--- src/rtl/opamp_meas_seq.sv ---
// Wishbone-programmable op-amp settling sequencer: drives bias, stimulus and mux
// controls, then counts cycles until the synchronised comparator flips.
module opamp_meas_seq #(
   parameter logic [31:0] BASE_ADDR   = 32'h3000_0000,
   parameter int unsigned CNT_W       = 16,
   parameter int unsigned SYNC_STAGES = 2
) (
   input  logic        wb_clk_i,
   input  logic        wb_rst_n,
   input  logic        wbs_cyc_i,
   input  logic        wbs_stb_i,
   input  logic        wbs_we_i,
   input  logic [3:0]  wbs_sel_i,
   input  logic [31:0] wbs_adr_i,
   input  logic [31:0] wbs_dat_i,
   output logic [31:0] wbs_dat_o,
   output logic        wbs_ack_o,
   input  logic        cmp_i,
   output logic        bias_en_o,
   output logic        stim_o,
   output logic [1:0]  sw_sel_o,
   output logic        busy_o,
   output logic        irq_o
);

   localparam int unsigned CW1         = CNT_W + 1;
   localparam logic [2:0]  OFF_CTRL    = 3'd0;
   localparam logic [2:0]  OFF_SETTLE  = 3'd1;
   localparam logic [2:0]  OFF_TIMEOUT = 3'd2;
   localparam logic [2:0]  OFF_STATUS  = 3'd3;
   localparam logic [2:0]  OFF_RESULT  = 3'd4;

   typedef enum logic [1:0] {
      S_IDLE   = 2'd0,
      S_SETTLE = 2'd1,
      S_MEAS   = 2'd2,
      S_DONE   = 2'd3
   } state_t;

   state_t                 r_state, w_state_nxt;
   logic                   r_ack;
   logic [31:0]            r_dat;
   logic [SYNC_STAGES-1:0] r_sync;
   logic [CNT_W-1:0]       r_cnt, r_settle, r_timeout, r_result;
   logic [1:0]             r_sw_sel;
   logic                   r_irq_en, r_stim_pol, r_done, r_tout, r_cmp_ref;
   logic                   r_bias, r_stim, r_busy, r_irq;

   logic                   w_hit, w_req, w_wr, w_busy, w_cmp_s, w_unused;
   logic                   w_wr_ctrl, w_wr_stat, w_start, w_abort, w_pol_nxt;
   logic                   w_settle_end, w_flip, w_tmo_hit, w_cnt_sat;
   logic [2:0]             w_off;
   logic [31:0]            w_rd_data;
   logic [CNT_W-1:0]       w_settle_eff;

   logic [CNT_W-1:0]       w_cnt_nxt, w_res_val, w_settle_nxt, w_timeout_nxt, w_result_nxt;
   logic                   w_cap_ref, w_res_ld, w_tout_set, w_done_set, w_clr_flags;
   logic                   w_bias_nxt, w_stim_nxt;
   logic [1:0]             w_sw_sel_nxt;
   logic                   w_irq_en_nxt, w_done_nxt, w_tout_nxt;

   // Byte-enable merge of write data into a counter-width register
   function automatic logic [CNT_W-1:0] f_merge(input logic [CNT_W-1:0] old,
                                                input logic [31:0]      dat,
                                                input logic [3:0]       sel);
      logic [31:0] v;
      v = 32'(old);
      for (int b = 0; b < 4; b++) begin
         if (sel[b]) v[8*b +: 8] = dat[8*b +: 8];
      end
      return v[CNT_W-1:0];
   endfunction

   assign w_hit     = wbs_cyc_i & wbs_stb_i & (wbs_adr_i[31:5] == BASE_ADDR[31:5]);
   assign w_req     = w_hit & ~r_ack;
   assign w_wr      = w_hit & r_ack & wbs_we_i;
   assign w_off     = wbs_adr_i[4:2];
   assign w_busy    = (r_state != S_IDLE);
   assign w_unused  = ^wbs_adr_i[1:0];
   assign w_cmp_s   = r_sync[SYNC_STAGES-1];
   assign w_wr_ctrl = w_wr & (w_off == OFF_CTRL) & wbs_sel_i[0];
   assign w_wr_stat = w_wr & (w_off == OFF_STATUS) & wbs_sel_i[0];
   assign w_start   = w_wr_ctrl & wbs_dat_i[0];
   assign w_abort   = w_wr_ctrl & wbs_dat_i[1];
   assign w_pol_nxt = (w_wr_ctrl & ~w_busy) ? wbs_dat_i[5] : r_stim_pol;

   assign w_settle_eff = (r_settle == '0) ? CNT_W'(1) : r_settle;
   assign w_settle_end = (CW1'(r_cnt) + CW1'(1)) >= CW1'(w_settle_eff);
   assign w_flip       = (w_cmp_s != r_cmp_ref);
   assign w_tmo_hit    = (r_cnt == r_timeout);
   assign w_cnt_sat    = &r_cnt;

   always_ff @(posedge wb_clk_i or negedge wb_rst_n) begin
      if (!wb_rst_n) r_state <= S_IDLE;
      else           r_state <= w_state_nxt;
   end

   always_comb begin
      w_state_nxt = r_state;
      case (r_state)
         S_IDLE:   if (w_start && !w_abort) w_state_nxt = S_SETTLE;
         S_SETTLE: begin
            if (w_abort)           w_state_nxt = S_IDLE;
            else if (w_settle_end) w_state_nxt = S_MEAS;
         end
         S_MEAS: begin
            if (w_abort)                  w_state_nxt = S_IDLE;
            else if (w_flip || w_tmo_hit) w_state_nxt = S_DONE;
         end
         S_DONE:   w_state_nxt = S_IDLE;
         default:  w_state_nxt = S_IDLE;
      endcase
   end

   // Datapath strobes and next-cycle pin levels
   always_comb begin
      w_cnt_nxt   = r_cnt;
      w_cap_ref   = 1'b0;
      w_res_ld    = 1'b0;
      w_res_val   = r_result;
      w_tout_set  = 1'b0;
      w_done_set  = 1'b0;
      w_clr_flags = 1'b0;
      case (r_state)
         S_IDLE: begin
            if (w_state_nxt == S_SETTLE) begin
               w_cnt_nxt   = '0;
               w_clr_flags = 1'b1;
            end
         end
         S_SETTLE: begin
            if (w_state_nxt == S_MEAS) begin
               w_cnt_nxt = '0;
               w_cap_ref = 1'b1;
            end else if (w_state_nxt == S_SETTLE) begin
               w_cnt_nxt = r_cnt + CNT_W'(1);
            end
         end
         S_MEAS: begin
            if (w_state_nxt == S_DONE) begin
               w_res_ld = 1'b1;
               if (w_flip) begin
                  w_res_val = r_cnt;
               end else begin
                  w_res_val  = r_timeout;
                  w_tout_set = 1'b1;
               end
            end else if ((w_state_nxt == S_MEAS) && !w_cnt_sat) begin
               w_cnt_nxt = r_cnt + CNT_W'(1);
            end
         end
         S_DONE:  w_done_set = 1'b1;
         default: ;
      endcase
      w_bias_nxt = (w_state_nxt == S_SETTLE) || (w_state_nxt == S_MEAS);
      w_stim_nxt = (w_state_nxt == S_SETTLE) ? w_pol_nxt :
                   (w_state_nxt == S_MEAS)   ? ~w_pol_nxt : 1'b0;
   end

   // Register file next values; FSM set of DONE overrides a same-cycle W1C
   always_comb begin
      w_settle_nxt  = r_settle;
      w_timeout_nxt = r_timeout;
      w_sw_sel_nxt  = r_sw_sel;
      w_irq_en_nxt  = r_irq_en;
      w_done_nxt    = r_done;
      w_tout_nxt    = r_tout;
      w_result_nxt  = r_result;
      if (w_wr_ctrl) begin
         w_irq_en_nxt = wbs_dat_i[4];
         if (!w_busy) w_sw_sel_nxt = wbs_dat_i[3:2];
      end
      if (w_wr && !w_busy && (w_off == OFF_SETTLE))
         w_settle_nxt = f_merge(r_settle, wbs_dat_i, wbs_sel_i);
      if (w_wr && !w_busy && (w_off == OFF_TIMEOUT))
         w_timeout_nxt = f_merge(r_timeout, wbs_dat_i, wbs_sel_i);
      if (w_wr_stat) begin
         if (wbs_dat_i[1]) w_done_nxt = 1'b0;
         if (wbs_dat_i[2]) w_tout_nxt = 1'b0;
      end
      if (w_clr_flags) begin
         w_done_nxt = 1'b0;
         w_tout_nxt = 1'b0;
      end
      if (w_tout_set) w_tout_nxt   = 1'b1;
      if (w_done_set) w_done_nxt   = 1'b1;
      if (w_res_ld)   w_result_nxt = w_res_val;
   end

   always_comb begin
      w_rd_data = '0;
      case (w_off)
         OFF_CTRL:    w_rd_data = {26'd0, r_stim_pol, r_irq_en, r_sw_sel, 2'b00};
         OFF_SETTLE:  w_rd_data = 32'(r_settle);
         OFF_TIMEOUT: w_rd_data = 32'(r_timeout);
         OFF_STATUS:  w_rd_data = {29'd0, r_tout, r_done, w_busy};
         OFF_RESULT:  w_rd_data = 32'(r_result);
         default:     w_rd_data = '0;
      endcase
   end

   always_ff @(posedge wb_clk_i or negedge wb_rst_n) begin
      if (!wb_rst_n) begin
         r_ack      <= 1'b0;
         r_dat      <= '0;
         r_sync     <= '0;
         r_cnt      <= '0;
         r_settle   <= '0;
         r_timeout  <= '0;
         r_result   <= '0;
         r_sw_sel   <= '0;
         r_irq_en   <= 1'b0;
         r_stim_pol <= 1'b0;
         r_done     <= 1'b0;
         r_tout     <= 1'b0;
         r_cmp_ref  <= 1'b0;
         r_bias     <= 1'b0;
         r_stim     <= 1'b0;
         r_busy     <= 1'b0;
         r_irq      <= 1'b0;
      end else begin
         r_ack      <= w_req;
         r_dat      <= (w_req && !wbs_we_i) ? w_rd_data : '0;
         r_sync     <= {r_sync[SYNC_STAGES-2:0], cmp_i};
         r_cnt      <= w_cnt_nxt;
         r_settle   <= w_settle_nxt;
         r_timeout  <= w_timeout_nxt;
         r_result   <= w_result_nxt;
         r_sw_sel   <= w_sw_sel_nxt;
         r_irq_en   <= w_irq_en_nxt;
         r_stim_pol <= w_pol_nxt;
         r_done     <= w_done_nxt;
         r_tout     <= w_tout_nxt;
         if (w_cap_ref) r_cmp_ref <= w_cmp_s;
         r_bias     <= w_bias_nxt;
         r_stim     <= w_stim_nxt;
         r_busy     <= (w_state_nxt != S_IDLE);
         r_irq      <= w_done_nxt & w_irq_en_nxt;
      end
   end

   assign wbs_ack_o = r_ack;
   assign wbs_dat_o = r_dat;
   assign bias_en_o = r_bias;
   assign stim_o    = r_stim;
   assign sw_sel_o  = r_sw_sel;
   assign busy_o    = r_busy;
   assign irq_o     = r_irq;

endmodule
--- config.mk ---
export PLATFORM = sky130hd
export DESIGN_NAME = opamp_meas_seq
export DESIGN_NICKNAME = d
export VERILOG_FILES = /design/src/rtl/opamp_meas_seq.sv
export SDC_FILE = /design/constraint.sdc
export NUM_CORES = 1
export LEC_CHECK = 0
export BUFFER_PORTS_ARGS = -buffer_cell sky130_fd_sc_hd__buf_4
export CORE_MARGIN = 1
export CORE_UTILIZATION = 55
export DETAILED_ROUTE_END_ITERATION = 12
export PLACE_DENSITY_LB_ADDON = 0.15
export SYNTH_ARGS = -nofsm -noshare
export SYNTH_HDL_FRONTEND = slang
export SYNTH_SLANG_ARGS = --single-unit
export TNS_END_PERCENT = 100
--- constraint.sdc ---
create_clock -name wb_clk_i -period 8.7 [get_ports wb_clk_i]
set_input_delay 1.74 -clock wb_clk_i [delete_from_list [all_inputs] [get_ports wb_clk_i]]
set_output_delay 1.74 -clock wb_clk_i [all_outputs]
set_load 0.02 [all_outputs]
==> results of run 1 <==
==> cells in the final DEF (no fill, tap or decap), types with 8 or more instances in the layout <==
master | synthesis | routed
a21oi_1 | 20 | 20
a22o_1 | 11 | 11
a22oi_1 | 12 | 12
a31oi_1 | 22 | 22
buf_4 | 16 | 80
clkbuf_8 | 0 | 9
conb_1 | 1 | 16
dfrtp_1 | 96 | 96
ha_1 | 21 | 21
inv_1 | 24 | 24
mux2_2 | 36 | 36
nand2_1 | 59 | 59
nand4_1 | 10 | 10
nor2_1 | 72 | 72
nor2b_1 | 8 | 8
nor4_1 | 11 | 11
o21ai_0 | 9 | 9
xnor2_1 | 11 | 11
xor2_1 | 22 | 22
==> layout make-up <==
cell class / instances / area [um^2] / area share [%]
Multi-Input combinational cell: 417 / 2864 / 45.16
Inverter: 24 / 90.09 / 1.420
Clock inverter: 7 / 95.09 / 1.499
Tap cell: 133 / 166.4 / 2.624
Clock buffer: 9 / 123.9 / 1.953
Timing Repair Buffer: 80 / 600.6 / 9.469
Sequential cell: 96 / 2402 / 37.88
==> through the flow <==
step | utilization [%] | instance area [um^2] | instances
floorplan | - | 5603 | 581
global placement | 62.65 | 6123 | 750
detailed placement | 62.65 | 6123 | 750
CTS | 64.89 | 6342 | 766
global route | 64.89 | 6342 | 766
finish | 64.89 | 6342 | 766
==> sequential cells by signal, summed over array words and instances, names as in the netlist, 2 cells and up <==
signal     cells
r_timeout     16
r_settle      16
r_state        2
r_result      16
r_cnt         16
sw_sel_o       2
r_sync         2
wbs_dat_o     16
==> cells by family (layout without fill, tap and decap cells) <==
kind of cell	Yosys count	count (layout)	share of synthesized area, %
adders and majority gates	21	21	4.737
DFF	96	96	43.31
and+or+nand+nor	195	195	17.14
buffers and inverters	68	120	6.068
AOI/OAI and AO/OA	108	108	14.48
muxes	44	44	8.978
other	1	16	0.06761
xor gates and xnor gates	33	33	5.211
==> power groups by stage <==
stage	clock, mW	combinational [mW]	sequential, mW
after floorplan	0	0.0234	0.456
after global placement	0	0.0515	0.455
after detailed placement	0	0.0525	0.455
after CTS	0.324	0.0525	0.447
after global routing	0.342	0.0575	0.447
final	0.321	0.0520	0.447
==> critical path, delay by kind of cell, from the launching register on <==
| kind | cells | cell delay [ns] |
|---|---|---|
| and+or+nand+nor | 9 | 1.72 |
| AOI/OAI and AO/OA | 4 | 1.15 |
| muxes | 1 | 0.62 |
| adders and majority gates | 2 | 0.57 |
| DFF | 1 | 0.53 |
| xor gates and xnor gates | 1 | 0.22 |
==> metal layers <==
metal	vias to the layer above	global-route usage, %	share of wire (%)
met3	10	5.609	5.9
met4	0	7.363	0.93
met1	2098	38.46	46
met5	-	0	0
li1	2093	-	-
met2	135	44.26	47
==> how the worst max path moves through the flow <==
stage                        startpoint        to  slack (ns)  depth (start not counted)
final                          r_cnt[0]  r_cnt[4]        3.76                         17
after global routing           r_cnt[0]  r_cnt[4]        3.43                         17
after CTS                      r_cnt[0]  r_cnt[4]        3.73                         17
after detailed placement       r_cnt[0]  r_cnt[8]        3.74                         17
after global placement         r_cnt[0]  r_cnt[8]        3.84                         17
after floorplan           wbs_adr_i[19]  r_cnt[2]        4.68                         10
==> summary.md, run 1 <==
| Metric | Value |
|---|---|
| Top cell type's share of synthesized area | 43.31% |
| Slack of the critical path | ~3.8 ns |
| Clock Tree Root | clkbuf_8 |
| Hold path cells | 0 |
| Clock sink total | 96 |
| Fmax | 0.2025 GHz |
| DR vias | 4336 |
| ANT cells | 0 |
| Part of the cycle the worst path needs | about 57% |
| Number of synthesized flops with an enable pin | 0 |
| Max_slew headroom | 35.64% |
| Cell with the most instances after synthesis | dfrtp_1 |
| TNS Setup | 0 ns |
| Fillers | 801 |
| Clock buffer count from CTS | 9 |
| Layout cells sized above 1 | 24.01% |
| Pin count of the biggest net entering global routing | 59 |
| MaxCap Viol Count | 0 |
| Via/cell ratio | 5.661 |
| Synthesized area | roughly 0.0055 mm^2 |
| Antenna Nets Post-Route | 0 |
| Top FF cell, synth | dfrtp_1 |
| I/O pin cnt | 113 |
| RSZ-0062 raised after global routing | no |
| Leakage | 3.039 nW |
| Status | finished, final reports clean |
| Num rows | 36 |
| Maximum cell stage delay along the critical path | 0.62 ns |
| Synth Register Bits | 96 |
| CP Data Required Time | 8.96 ns |
| Mapped Cells | 566 |
| Synth warnings | 0 |
| Pwr per Cell Area | 129.2 mW/mm^2 |
| Yosys top cell by area | dfrtp_1 |
| Power, Total | slightly above 0.8 mW |
| Vias in the first global route | 4140 |
| Reg2reg path depth | 17 |
| Comb pwr share | about 6.4% |
| Hold EP | r_sync[1] |
| GR Overflow Total | 0 |
| First-pass GRT wire length | 21.62 mm |
| P_sw | 0.2113 mW |
| Area contributors post-synth | dfrtp_1 43%, mux2_2 7.3%, nor2_1 4.9% |
| Initial antenna violation count | 0 |
| Least-Margin Pin Slew | 0.9634 ns |
| All-layer global routing usage | 27.72% |
| Setup-failing EPs final | 0 |
| CTS tree | done |
| # nets final | around 720 |
| Post-synth cell types | 63 |
| Die W | 102.4 um |
| Worst R2R End | r_cnt[4] |
| Fin. Hold Viols | 0 |
| Part of the power in registers | around 55% |
| Internal power | 0.6079 mW |
| Worst Path Arrival | around 5.2 ns |
| Peak VDD IR | 100.3 uV |
| CTS resizes | 0 |
| Maximum clock path buffer count | 2 |
| Reg clk slew, reported paths | 0.09 ns |
| PortBufs | 76 |
| Setup Buffers After CTS | 0 |
| Switching share of power | between 20% and 30% |
| Core Box Area | 0.009774 mm^2 |
| Crit start category | flop |
| Mapped Avg Cell Area | 9.800 um^2 |
| Setup CP Type | flop to flop |
| CP Max Fanout | 17 |
| CTS H-Tree Depth | 3 |
| Clock insertion delay at the later pin of the skew report | approximately 0.38 ns |
| Min-delay worst type | flop to flop |
| Post-DP HPWL | 9.854 mm |
| Hold slack | roughly 0.36 ns |
| Die Area | 0.01049 mm^2 |
| 1st-iter DRT viols | 299 |
| Post-synthesis sequential area ratio | 43.31% |
| Pre-CTS setup slack | 3.739 ns |
| CP Capture Type | flop |
| CP Cell Sequence | ha_1, nand3_2, nor2_2, nand2_1, or3_1, nor2_1, xor2_1, ha_1, nand2_1, nor2_1, a31o_2, o21ai_0, a311oi_2, nor2_4, mux2i_4, nor2_4, a221o_1 |
| Worst path slowest cell | mux2i_4 |
| DRT Pass-1 Iters | 4 |
| Wire per inst | 17.32 um |
| Commonest cells in the netlist | 96 x dfrtp_1, 72 x nor2_1, 59 x nand2_1 |
| Initial core utilization | 56.75% |
| RePlAce Congestion | 0.9179 |
| Hold_buf cts | 0 |
| Hold wc startpoint | r_sync[0] |
| Post-Route WL | 13.27 mm |
| Asr flop ratio synth | 100.0% |
| Slew Limit Fails | 0 |
| Clock group share of total power | 39.1% |
| Final period demand of the worst path | 4.939 ns |
| Area Growth Syn to Fin | 14.35% |
| Reg2reg start | r_cnt[0] |
| Clk_skew | 0.01569 ns |
| R2R Setup Slk | between 3 and 4 ns |
| Die H | 102.4 um |
| DRC | 0 |
(Power assumes the default switching activity.)
==> run 2: changes to the inputs <==
- clock period: 8.7 -> 4.9 ns (I/O delays scaled with it)
==> run 2 against run 1 <==
Against the previous run: final area increased by 0.20%; first-iteration DRC count down 10%; register-to-register slack lost 3.5 ns; sequential share of layout area shrank 0.075 points; non-clock buffer count up 3.
==> summary.md, run 2 (same netlist as run 1, synthesis figures left out) <==
| Metric | Value |
|---|---|
| Status | finished, final reports clean |
| Core Box Area | just under 0.01 mm^2 |
| Leakage | 3.041 nW |
| Commonest non-fill, non-tap cell in the layout | dfrtp_1 |
| PortBufs | between 70 and 80 |
| CP Max Fanout | 16 |
| Clock sink total | 96 |
| Fmax | approximately 0.22 GHz |
| CP Cell Sequence | ha_1, nand3_2, nor2_2, nand2_1, or3_1, nor2_1, xor2_1, ha_1, nand2_1, nor2_1, a31o_2, o21ai_0, a311oi_2, o22a_2, a2bb2oi_4, nor2_4, mux2_2 |
| I/O pin cnt | 113 |
| Slew Limit Fails | 0 |
| RSZ-0062 raised after global routing | no |
| Commonest non-fill, non-tap cells in the layout | 96 x dfrtp_1, 82 x buf_4, 72 x nor2_1 |
| TNS Setup | 0 ns |
| Antenna Nets Post-Route | 0 |
| 1st-iter DRT viols | ~270 |
| GR Overflow Total | 0 |
| Post-DP HPWL | 9.833 mm |
| Hold slack | 0.3738 ns |
| Least-Margin Pin Slew | 0.9001 ns |
| Setup-failing EPs final | 0 |
| MaxCap Viol Count | 0 |
| Peak VDD IR | 157.5 uV |
| Reg2reg start | r_cnt[0] |
| Initial antenna violation count | 0 |
| Hold path cells | 0 |
| Crit path buf inv count | 0 |
| Maximum cell stage delay along the critical path | 0.54 ns |
| Worst path slowest cell | dfrtp_1 |
| CP Capture Type | flop |
| DRT Pass-1 Iters | 4 |
| DRC | 0 |
| Hold_buf cts | 0 |
| Min-delay worst type | flop to flop |
| Fin util | 65.02% |
| Fin. Hold Viols | 0 |
| Clock buffer count from CTS | 9 |
| Hold wc startpoint | r_sync[0] |
| CTS H-Tree Depth | 3 |
| ANT cells | 0 |
| Worst R2R End | r_cnt[0] |
| # nets final | 726 |
| Pin count of the biggest net entering global routing | 61 |
| Num rows | 36 |
| Maximum clock path buffer count | 2 |
| Pwr per Cell Area | 222.2 mW/mm^2 |
| Final period demand of the worst path | 4.605 ns |
| Max_slew headroom | 39.87% |
| RePlAce Congestion | 0.9099 |
| Initial core utilization | 56.75% |
| Hold EP | r_sync[1] |
| Clk_skew | 0.01444 ns |
| R2R Setup Slk | 0.30 ns |
| Reg clk slew, reported paths | roughly 0.10 ns |
| Clock insertion delay at the later pin of the skew report | roughly 0.38 ns |
| Layout cells sized above 1 | 24.37% |
| First-pass GRT wire length | 21.13 mm |
| Setup CP Type | flop to flop |
| All-layer global routing usage | 27.24% |
| Worst Path Arrival | 4.92 ns |
| Die W | 102.4 um |
| CTS resizes | 0 |
| Part of the cycle the worst path needs | 93.98% |
| Area Growth Syn to Fin | 14.57% |
| Delay-heaviest family, CP | simple AND/OR/NAND/NOR gates |
| CTS tree | done |
| Die H | 102.4 um |
| Fillers | 817 |
| Setup Buffers After CTS | 0 |
| Wire per inst | between 15 and 20 um |
| Post-Route WL | about 13 mm |
| Reg2reg path depth | 17 |
| Via/cell ratio | 5.597 |
| Vias in the first global route | 4092 |
| Crit start category | flop |
| Die Area | 0.01049 mm^2 |
| DR vias | approximately 4300 |
| CP Data Required Time | 5.22 ns |
| Clock Tree Root | clkbuf_8 |
run 2: power breakdown:
| part | internal [mW] | switching [mW] | total (mW) | leakage [nW] |
|---|---|---|---|---|
| clock | 0.201 | 0.325 | 0.526 | 0.0970 |
| combinational | 0.0353 | 0.0582 | 0.0934 | 1.62 |
| sequential | 0.793 | 0.000526 | 0.793 | 1.33 |
run 2: metal layers:
layer  vias up  share of wire [%]  track usage (%)
li1       2094                  -                -
met1      2043                 46            37.91
met2       150                 46            43.28
met3        17                6.1            4.514
met4         0                1.8            9.121
met5         -                  0                0
run 2: worst reg2reg max path, delay by kind of cell, from the launching register on:
kind | cells | cell delay (ns)
AOI/OAI and AO/OA | 5 | 1.34
xor gates and xnor gates | 1 | 0.23
adders and majority gates | 2 | 0.58
DFF | 1 | 0.54
muxes | 1 | 0.23
and+or+nand+nor | 8 | 1.64
run 2: worst max path at each step:
stage | endpoint | cells after the start | startpoint | slack, ns
global route | r_cnt[2] | 18 | r_cnt[0] | 0.002
global placement | r_cnt[0] | 17 | r_cnt[0] | 0.42
detailed placement | r_cnt[0] | 17 | r_cnt[0] | 0.34
CTS | r_cnt[0] | 17 | r_cnt[0] | 0.26
finish | r_cnt[0] | 17 | r_cnt[0] | 0.30
floorplan | r_cnt[2] | 18 | r_cnt[0] | 0.95
run 2: stage by stage:
stage	cells	power [mW]	setup slack (ns)	area, um^2
global placement	753	0.9006	0.4206	6158
finish	769	1.412	0.2951	6355
detailed placement	753	0.9024	0.3370	6158
global route	769	1.451	0.002168	6355
CTS	769	1.422	0.2647	6355
floorplan	581	0.8503	0.9534	5603
run 2: layout make-up:
class	count	area [um^2]	area share, %
inverter	24	90.09	1.418
clock inverter	7	72.57	1.142
tap	133	166.4	2.619
multi-input combinational	417	2864	45.07
sequential	96	2402	37.80
clock buffer	9	123.9	1.949
timing repair buffer	83	635.6	10.00
==> run 3: changes to the inputs <==
- clock period: 4.9 -> 5.1 ns (I/O delays scaled with it)
==> run 3 against run 2 <==
Against the previous run: combinational power decreased by 4.3%; largest cell class unchanged; clock skew decreased by 0.0053 ns; largest power group unchanged; highest routed layer unchanged; final area increased by 0.20%; utilization increased by 0.13 points; critical endpoint is now r_cnt[4]; sequential share of layout area decreased by 0.074 points; die area unchanged; clock power increased by 6.1%; critical path type unchanged.
==> summary.md, run 3 (same netlist as run 1, synthesis figures left out) <==
| Metric | Value |
|---|---|
| Status | finished, final reports clean |
| Setup CP Type | flop to flop |
| Grt met3 use | 5.404% |
| Met2 usage | between 40% and 50% |
| Clock Tree Root | clkbuf_8 |
| CTS resizes | 0 |
| Max_slew headroom | 38.40% |
| Least-Margin Pin Slew | 0.9222 ns |
| Pin count of the biggest net entering global routing | 52 |
| Final period demand of the worst path | 4.749 ns |
| Min-delay worst type | flop to flop |
| Post-Route WL | 13.70 mm |
| Initial core utilization | 56.75% |
| MaxCap Viol Count | 0 |
| Maximum clock path buffer count | 2 |
| Clock sink total | between 90 and 100 |
| Hold_buf cts | 0 |
| Slew Limit Fails | 0 |
| Comb pwr share | 6.3% |
| Num rows | 36 |
| CP Capture Type | flop |
| Core Box Area | 0.009774 mm^2 |
| Reg clk slew, reported paths | 0.11 ns |
| Antenna Nets Post-Route | 0 |
| CTS tree | done |
| Area Growth Syn to Fin | 14.80% |
| RSZ-0062 raised after global routing | no |
| CTS H-Tree Depth | 3 |
| GR Overflow Total | 0 |
| Initial antenna violation count | 0 |
| ANT cells | 0 |
| Peak VDD IR | 112.3 uV |
| Die Area | approximately 0.010 mm^2 |
| Clk_skew | a little over 0.009 ns |
| Fin util | 65.14% |
| CP Max Fanout | 16 |
| Clock insertion delay at the later pin of the skew report | 0.38 ns |
| CP Data Required Time | between 5 and 6 ns |
| Clock group share of total power | ~40% |
| Pwr per Cell Area | 221.3 mW/mm^2 |
| Fin. Hold Viols | 0 |
| DRC | 0 |
| RePlAce Congestion | 0.9537 |
| Leakage | 3.054 nW |
| I/O pin cnt | 113 |
| DR vias | 4418 |
| Wire per inst | 17.82 um |
| Die H | 102.4 um |
| Part of the power in registers | approximately 54% |
| First-pass GRT wire length | around 22 mm |
| PortBufs | 76 |
| # nets final | 726 |
| All-layer global routing usage | 28.09% |
| Die W | 102.4 um |
| Fmax | 0.2106 GHz |
| Part of the cycle the worst path needs | 93.12% |
| Crit start category | flop |
| Internal power | 1.039 mW |
| GR peak layer | met2 |
| Layout cells sized above 1 | about 24% |
| TNS Setup | 0 ns |
| Commonest non-fill, non-tap cell in the layout | dfrtp_1 |
| Commonest non-fill, non-tap cells in the layout | 96 x dfrtp_1, 83 x buf_4, 72 x nor2_1 |
| DRT Pass-1 Iters | 5 |
| Met1 GRT Util | 38.03% |
| Via/cell ratio | 5.745 |
| Post-DP HPWL | 10.11 mm |
| Setup-failing EPs final | 0 |
| Clock buffer count from CTS | 9 |
| 1st-iter DRT viols | 242 |
| P_sw | 0.3702 mW |
| Vias in the first global route | 4167 |
| Worst Path Arrival | 5.02 ns |
| Switching share of power | 26.28% |
-- run 3: cell types whose count changed in the layout (fill, tap and decap cells not counted), sizes merged --
cell and change:
clkinvlp -1, bufinv +1
-- run 3: area by class of cell --
cell class / count / area [um^2]
Clock buffer: 9 / 123.9
Fill cell: 838 / 3407
Timing Repair Buffer: 83 / 623.1
Inverter: 24 / 90.09
Sequential cell: 96 / 2402
Tap cell: 133 / 166.4
Clock inverter: 7 / 97.59
Multi-Input combinational cell: 417 / 2864
-- run 3: power groups by stage --
stage / registers, mW / clock network (mW) / logic (mW)
finish: 0.762 / 0.558 / 0.0894
global route: 0.762 / 0.596 / 0.0979
CTS: 0.762 / 0.567 / 0.0901
detailed placement: 0.777 / 0 / 0.0897
global placement: 0.777 / 0 / 0.0875
floorplan: 0.777 / 0 / 0.0399
-- run 3: per-layer routing --
layer | vias up | share of wire, %
met2 | 152 | 48
li1 | 2105 | -
met3 | 15 | 6.1
met4 | 0 | 1.4
met1 | 2146 | 44
met5 | - | 0
-- run 3: timing repair --
action	in CTS	in global routing
endpoints found under the setup margin	0	5
endpoints found under the hold margin	0	0
setup buffers	0	1
-- run 3: worst paths after layout --
kind                       startpoint  slack, ns      endpoint  depth (start not counted)
setup / recovery             r_cnt[0]       0.35      r_cnt[4]                         17
hold reg to reg             r_sync[0]       0.36     r_sync[1]                          0
hold / removal              r_sync[0]       0.36     r_sync[1]                          0
max in group asynchronous    wb_rst_n       3.38  wbs_dat_o[1]                          2
setup reg to reg             r_cnt[0]       0.35      r_cnt[4]                         17
min in group asynchronous    wb_rst_n       0.65     wbs_ack_o                          1
-- run 3: critical path: stages, from the launching register on --
cell,delay [ns]
dfrtp_1,0.55
ha_1,0.31
nand3_2,0.18
nor2_2,0.24
nand2_1,0.15
or3_1,0.49
nor2_1,0.15
xor2_1,0.22
ha_1,0.28
nand2_1,0.08
nor2_1,0.07
a31o_2,0.25
o21ai_0,0.35
a311oi_2,0.22
nor2_4,0.24
mux2i_4,0.38
nor2_4,0.16
a221o_1,0.32
-- run 3: per-stage QoR --
stage	hold slack, ns	total power, mW	area [um^2]	setup slack, ns	cells
after CTS	0.3601	1.419	6360	0.2592	768
after global routing	0.3832	1.456	6367	0.04056	769
after global placement	0.3388	0.8644	6138	0.4776	752
after floorplan	0.3312	0.8169	5603	1.153	581
final	0.3552	1.409	6367	0.3508	769
after detailed placement	0.3426	0.8667	6138	0.2832	752
